## config.mk

```make
export PLATFORM = sky130hd
export DESIGN_NAME = mux_scan_nx1
export DESIGN_NICKNAME = d
export VERILOG_FILES = /design/src/rtl/mux_pkg.sv /design/src/rtl/mux_dwell_counter.sv /design/src/rtl/mux_scan_nx1.sv
export SDC_FILE = /design/constraint.sdc
export NUM_CORES = 1
export LEC_CHECK = 0
export ABC_AREA = 1
export BUFFER_PORTS_ARGS = -buffer_cell sky130_fd_sc_hd__buf_2
export CAP_MARGIN = 20
export CORE_UTILIZATION = 31
export CTS_BUF_LIST = sky130_fd_sc_hd__clkbuf_4
export CTS_CLUSTER_SIZE = 24
export DETAILED_ROUTE_END_ITERATION = 8
export RECOVER_POWER = 25
export SYNTH_ARGS = -nofsm -noshare
export SYNTH_HDL_FRONTEND = slang
export SYNTH_SLANG_ARGS = --single-unit
```

## constraint.sdc

```tcl
create_clock -name clk -period 1.9 [get_ports clk]
set_clock_uncertainty 0.15 [all_clocks]
set_input_delay 0.19 -clock clk [delete_from_list [all_inputs] [get_ports clk]]
set_output_delay 0.19 -clock clk [all_outputs]
set_load 0.05 [all_outputs]
```

## src/rtl/mux_pkg.sv

```systemverilog
// Shared definitions for the scanning N:1 registered multiplexer.
package mux_pkg;

    localparam logic MODE_MANUAL = 1'b0;
    localparam logic MODE_SCAN   = 1'b1;

    typedef enum logic {
        ST_MANUAL = 1'b0,
        ST_SCAN   = 1'b1
    } state_t;

    // A dwell of one cycle still needs a 1-bit counter register.
    function automatic int unsigned cnt_width(input int unsigned depth);
        return (depth > 1) ? $clog2(depth) : 1;
    endfunction

endpackage

```

## src/rtl/mux_dwell_counter.sv

```systemverilog
// Modulo-DWELL counter; tc flags the last count of the dwell period.
module mux_dwell_counter
    import mux_pkg::*;
#(
    parameter int unsigned DWELL = 4
) (
    input  logic clk,
    input  logic rst_n,
    input  logic en,
    input  logic clr,
    output logic tc
);

    localparam int unsigned       CNT_W = cnt_width(DWELL);
    localparam logic [CNT_W-1:0]  LAST  = CNT_W'(DWELL - 1);

    logic [CNT_W-1:0] cnt_q;
    logic [CNT_W-1:0] cnt_d;

    assign tc = (cnt_q == LAST);

    always_comb begin
        cnt_d = cnt_q;
        if (clr) begin
            cnt_d = '0;
        end else if (en) begin
            cnt_d = tc ? '0 : cnt_q + CNT_W'(1);
        end
    end

    always_ff @(posedge clk or negedge rst_n) begin
        if (!rst_n) begin
            cnt_q <= '0;
        end else begin
            cnt_q <= cnt_d;
        end
    end

endmodule

```

## src/rtl/mux_scan_nx1.sv

```systemverilog
// N-input, W-bit registered multiplexer with manual select or round-robin scan,
// each scanned channel held for DWELL cycles.
module mux_scan_nx1
    import mux_pkg::*;
#(
    parameter  int unsigned N     = 4,
    parameter  int unsigned W     = 1,
    parameter  int unsigned DWELL = 4,
    localparam int unsigned SEL_W = $clog2(N)
) (
    input  logic               clk,
    input  logic               rst_n,
    input  logic [N*W-1:0]     in_data,
    input  logic [SEL_W-1:0]   select,
    input  logic               mode,
    input  logic               enable,
    output logic [W-1:0]       out,
    output logic               out_valid,
    output logic [SEL_W-1:0]   cur_sel,
    output logic               scan_wrap
);

    localparam logic [SEL_W-1:0] LAST_CH = SEL_W'(N - 1);
    localparam logic [SEL_W:0]   N_EXT   = (SEL_W + 1)'(N);

    state_t             state_q;
    state_t             state_d;
    logic [SEL_W-1:0]   cur_sel_q;
    logic [SEL_W-1:0]   cur_sel_d;
    logic [W-1:0]       out_q;
    logic [W-1:0]       out_d;
    logic               valid_q;
    logic               valid_d;
    logic               wrap_q;
    logic               wrap_d;

    logic               scan_run;
    logic               tc;
    logic               sel_legal;
    logic [W-1:0]       sel_data;

    // Only an uninterrupted SCAN cycle advances the dwell; any other enabled
    // cycle (manual, or the first scan cycle) restarts it.
    assign scan_run = enable && (state_q == ST_SCAN) && (mode == MODE_SCAN);

    mux_dwell_counter #(
        .DWELL (DWELL)
    ) u_dwell (
        .clk   (clk),
        .rst_n (rst_n),
        .en    (scan_run),
        .clr   (enable && !scan_run),
        .tc    (tc)
    );

    always_ff @(posedge clk or negedge rst_n) begin
        if (!rst_n) begin
            state_q <= ST_MANUAL;
        end else begin
            state_q <= state_d;
        end
    end

    always_comb begin
        state_d = state_q;
        if (enable) begin
            state_d = (mode == MODE_SCAN) ? ST_SCAN : ST_MANUAL;
        end
    end

    // An out-of-range index left over from manual mode wraps to channel 0 on its first advance.
    always_comb begin
        cur_sel_d = cur_sel_q;
        wrap_d    = 1'b0;
        if (enable) begin
            if (!scan_run) begin
                cur_sel_d = select;
            end else if (tc) begin
                cur_sel_d = (cur_sel_q >= LAST_CH) ? '0 : cur_sel_q + SEL_W'(1);
                wrap_d    = (cur_sel_q == LAST_CH);
            end
        end
    end

    always_comb begin
        sel_data = '0;
        for (int unsigned k = 0; k < N; k++) begin
            if (cur_sel_d == SEL_W'(k)) begin
                sel_data = in_data[k*W +: W];
            end
        end
    end

    assign sel_legal = ({1'b0, cur_sel_d} < N_EXT);

    always_comb begin
        out_d   = '0;
        valid_d = 1'b0;
        if (enable && sel_legal) begin
            out_d   = sel_data;
            valid_d = 1'b1;
        end
    end

    always_ff @(posedge clk or negedge rst_n) begin
        if (!rst_n) begin
            cur_sel_q <= '0;
            out_q     <= '0;
            valid_q   <= 1'b0;
            wrap_q    <= 1'b0;
        end else begin
            cur_sel_q <= cur_sel_d;
            out_q     <= out_d;
            valid_q   <= valid_d;
            wrap_q    <= wrap_d;
        end
    end

    assign out       = out_q;
    assign out_valid = valid_q;
    assign cur_sel   = cur_sel_q;
    assign scan_wrap = wrap_q;

endmodule

```

==> results of run 1 <==
==> cells by family after synthesis <==
| logic type | share of synthesized area (%) |
|---|---|
| and+or+nand+nor | 31.4 |
| buffers and inverters | 8.11 |
| DFF | 43.2 |
| AOI/OAI and AO/OA | 11.9 |
| adders and majority gates | 5.40 |
==> sequential cells by signal, summed over array words and instances (netlist names) <==
name           flops
cur_sel            2
out                1
scan_wrap          1
out_valid          1
u_dwell.cnt_q      2
state_q            1
==> area by class of cell <==
cell class	count	share of cell area, %
Clock buffer	3	3.80
Inverter	10	6.33
Multi-Input combinational cell	34	38.0
Sequential cell	8	33.8
Tap cell	15	3.16
Timing Repair Buffer	16	15.0
==> final timing paths <==
kind	cells after the start	to	slack, ns	from
setup reg to reg	8	out	0.38	cur_sel[0]
setup / recovery	9	out	0.32	enable
min in group asynchronous	2	cur_sel[1]	0.24	rst_n
hold reg to reg	1	u_dwell.cnt_q[0]	0.34	u_dwell.cnt_q[0]
hold / removal	3	state_q	0.08	mode
max in group asynchronous	2	scan_wrap	1.06	rst_n
==> critical path, cell delays in order <==
cell and delay [ns]:
dlygate4sd3_1 0.54, buf_2 0.17, inv_2 0.12, nor2_2 0.06
a21oi_4 0.15, nand2_1 0.10, nand2_1 0.08, nand3_2 0.06
a21oi_2 0.13
==> cells in the mapped netlist, types with 2 or more instances <==
master and count:
a21oi_2 2, inv_1 9, nand3_2 2, dfrtp_1 8, nor2_2 2, nand3_1 2, nor2_1 4, nand2_1 12
ha_1 2
==> metal layers <==
metal	GRT usage, %	routed length, um	vias up
li1	-	-	202
met1	14.3	399	151
met2	18.7	350	14
met3	4.89	56	0
met4	2.50	0	0
met5	0	0	-
==> metrics by stage <==
step | worst slack, ns | util [%]
3_5_place_dp | 0.378 | 40.9
2_1_floorplan | 0.163 | -
3_3_place_gp | 0.387 | 40.9
5_1_grt | 0.252 | 43.9
4_1_cts | 0.333 | 44.0
6_report | 0.322 | 43.9
==> report_power, final <==
part	total, mW	internal [mW]	switching, mW
clock	0.129	0.0722	0.0570
combinational	0.123	0.0416	0.0814
sequential	0.194	0.184	0.00979
==> results.ini, run 1 <==
[setup_path]
start_kind=input port
crit_fanout=6
cp.arrival_ns=1.61
crit_type=in -> reg
cp.required_ns=1.93
cp-end-kind=register

[clock_tree]
htreeDepth=1
cts_resized=0
insertion_delay_ns=0.25
cts_made_buffers=3
root_buffer=clkbuf_4
cts_tree=yes
max-clock-path-buffers=2
clk_pin_slew_worst_paths_ns=0.06
holdBufCountCts=2
cts_setup_buffers=0
cts_sinks=8

[routing]
vias=367
drtAntennaViolNets=0
wl_um=806
first_iter_violations=9
wire_per_inst_um=9.37
dr.pass1.iters=6
routed_via_density=4.27
drcViolationCount=0

[final_layout]
drive_gt1_share_pct=38.0
final_cells=86
layout_common_cells=buf_2, nand2_1, inv_1
multiInputGateArea_um2=225
fin_area_um2=593
antenna_cells=0
syn_to_final_growth_pct=28.1
layout_commonest_cell=buf_2
layout.nets=85
seq_area_um2=200
fillCellCount=133

[sta]
fin_crit_sh_pct=83.0
slew_viol_final=0
relSlewSlack_pct=70.9
fmax_mhz=634
tns_ns=0
worst_pin_slew_ns=0.436
rsz0062_at_grt=no
hold-worst-slack_ns=0.0820
hold_viol_final=0
setup_viol=0
period_minus_slack_ns=1.58

[yosys]
syn-instance-count=52
synth_cell_type_count=18
synth_area_um2=463
yosysSeqAreaShare_pct=43.2
yosysWarnings=0
ys_seq_elements=8
yosys.area.top_type=dfrtp_1
avgSynthCellArea_um2=8.90
synth_area_leaders=dfrtp_1, nand2_1, inv_1
synth_edf_count=0
netlist.area_leader.share_pct=43.2
synthArstFlopShare_pct=100
postSynthNetCount=64
synthFlopType=dfrtp_1

[grt]
grt_usage_pct=11.6
grt_pass1_wl_um=1260
first_global_vias=317
antenna_found_initial=0
grt_start_max_net_pins=9
gr-total-overflow=0

[floorplan]
io_pins=15
dieArea_um2=1650
coreArea_um2=1350
rows=13
start_util_pct=34.3
die_x_um=40.6
die_y_um=40.6

[flow_run]
maxCapViolations=0

[placement]
io_buffers=14
dp_hpwl_um=629
postPlaceCellArea_um2=552
gp_congestion=0.691
placed_cells=81

[pwr]
p_per_area_nw_per_um2=752
ir_drop_v=0.000318
finalPower_uw=446
p_leak_nw=0.311

[run_status]
status=finished, final reports clean

[min_path]
hp-class=in -> reg

(Power assumes the default switching activity.)
==> inputs of run 2 (changes only) <==
==> constraint.sdc (replaced) <==
create_clock -name clk -period 1.27 [get_ports clk]
set_clock_uncertainty 0.15 [all_clocks]
set_input_delay 0.127 -clock clk [delete_from_list [all_inputs] [get_ports clk]]
set_output_delay 0.127 -clock clk [all_outputs]
set_load 0.05 [all_outputs]
==> results.ini, run 2 (synthesized netlist as in run 1, its figures left out) <==
[final_layout]
drive_gt1_share_pct=57.1
post-route-util_pct=52.3
layout.nets=90
antenna_cells=0
seq_area_um2=203
syn_to_final_growth_pct=52.4
layout_commonest_cell=buf_2
multiInputGateArea_um2=278
fillCellCount=138
layout_common_cells=buf_2, nand2_1, inv_1

[routing]
routed_via_density=4.35
dr.pass1.iters=3
wl_um=918
vias=400
wire_per_inst_um=9.98
drtAntennaViolNets=0
drcViolationCount=0
first_iter_violations=5

[clock_tree]
insertion_delay_ns=0.26
cts_tree=yes
clk_pin_slew_worst_paths_ns=0.06
root_buffer=clkbuf_4
max-clock-path-buffers=2
cts_sinks=8
cts_made_buffers=3
htreeDepth=1

[sta]
fin_crit_sh_pct=110
relSlewSlack_pct=70.1
setup_viol=2
fin_ws_ns=-0.131
period_minus_slack_ns=1.40
worst_pin_slew_ns=0.448
fmax_mhz=714
rsz0062_at_grt=yes
hold_viol_final=0
slew_viol_final=0

[setup_path]
r2r-start=cur_sel[1]
timing.rr.end=out
crit_end=out
crit_fanout=3
start_kind=register
cp.arrival_ns=1.45
rr_worst_depth=7
startpoint=cur_sel[1]
cp.required_ns=1.32
rrSetupSlack_ns=-0.13
crit_type=reg -> reg
cp-end-kind=register

[floorplan]
die_y_um=40.6
rows=13
coreArea_um2=1350
dieArea_um2=1650
die_x_um=40.6
start_util_pct=34.3
io_pins=15

[grt]
gr-total-overflow=0
grt_usage_pct=14.5
first_global_vias=358
antenna_found_initial=0
grt_pass1_wl_um=1450
grt_start_max_net_pins=9

[placement]
gp_congestion=0.687
dp_hpwl_um=680
io_buffers=14

[pwr]
p_per_area_nw_per_um2=1100
finalPower_uw=779
p_leak_nw=0.344
ir_drop_v=0.000852

[run_status]
status=finished, violations left
violations=negative setup slack

[flow_run]
maxCapViolations=0

[min_path]
hp-class=in -> reg

-- run 2: through the flow --
| stage | TNS (ns) | instances | setup slack, ns | hold WS (ns) | area (um^2) |
|---|---|---|---|---|---|
| 2_1_floorplan | -0.347 | 52 | -0.253 | -0.319 | 485 |
| 3_3_place_gp | -0.185 | 85 | -0.159 | -0.168 | 604 |
| 3_5_place_dp | -0.214 | 85 | -0.175 | -0.164 | 604 |
| 4_1_cts | -0.177 | 92 | -0.152 | 0.0142 | 679 |
| 5_1_grt | -0.318 | 92 | -0.189 | 0.0397 | 706 |
| 6_report | -0.145 | 92 | -0.131 | 0.0160 | 706 |
-- run 2: layout make-up --
type	instances	area share, %
multi-input cells	34	39.4
inverters	10	5.32
repair buffers	21	19.7
flip-flops and latches	8	28.7
well taps	15	2.66
clock buffers	4	4.26
-- run 2: per-layer routing --
| layer | vias up | wire length [um] | track usage, % |
|---|---|---|---|
| met1 | 170 | 417 | 15.6 |
| li1 | 215 | - | - |
| met3 | 2 | 50 | 8.15 |
| met4 | 0 | 13 | 7.50 |
| met5 | - | 0 | 0 |
| met2 | 13 | 437 | 22.6 |
-- run 2: power breakdown --
group	total [mW]	leakage (nW)	internal (mW)	switching, mW
clock	0.235	0.0184	0.142	0.0933
sequential	0.294	0.0984	0.277	0.0169
combinational	0.250	0.227	0.105	0.145
-- run 2: timing repair --
item | 4_1_cts | 5_1_grt
hold endpoints to repair | 9 | 0
hold buffers | 2 | 0
gates resized for setup | 7 | 5
setup endpoints to repair | 4 | 5
buffers inserted | 1 | 0
pin swaps | 4 | 1
-- run 2: worst max-delay path: stages, from the launching register on --
cell	delay (ns)
dfrtp_2	0.43
ha_4	0.27
inv_2	0.03
nand2_2	0.06
a21oi_4	0.06
nor2_4	0.12
nand3_2	0.09
a21oi_2	0.12
-- run 2: worst min path at each step --
stage	start	end	cells past startpoint
2_1_floorplan	rst_n	cur_sel[0]	0
3_3_place_gp	rst_n	out_valid	1
3_5_place_dp	rst_n	out_valid	1
4_1_cts	mode	state_q	3
5_1_grt	enable	state_q	2
6_report	mode	state_q	3
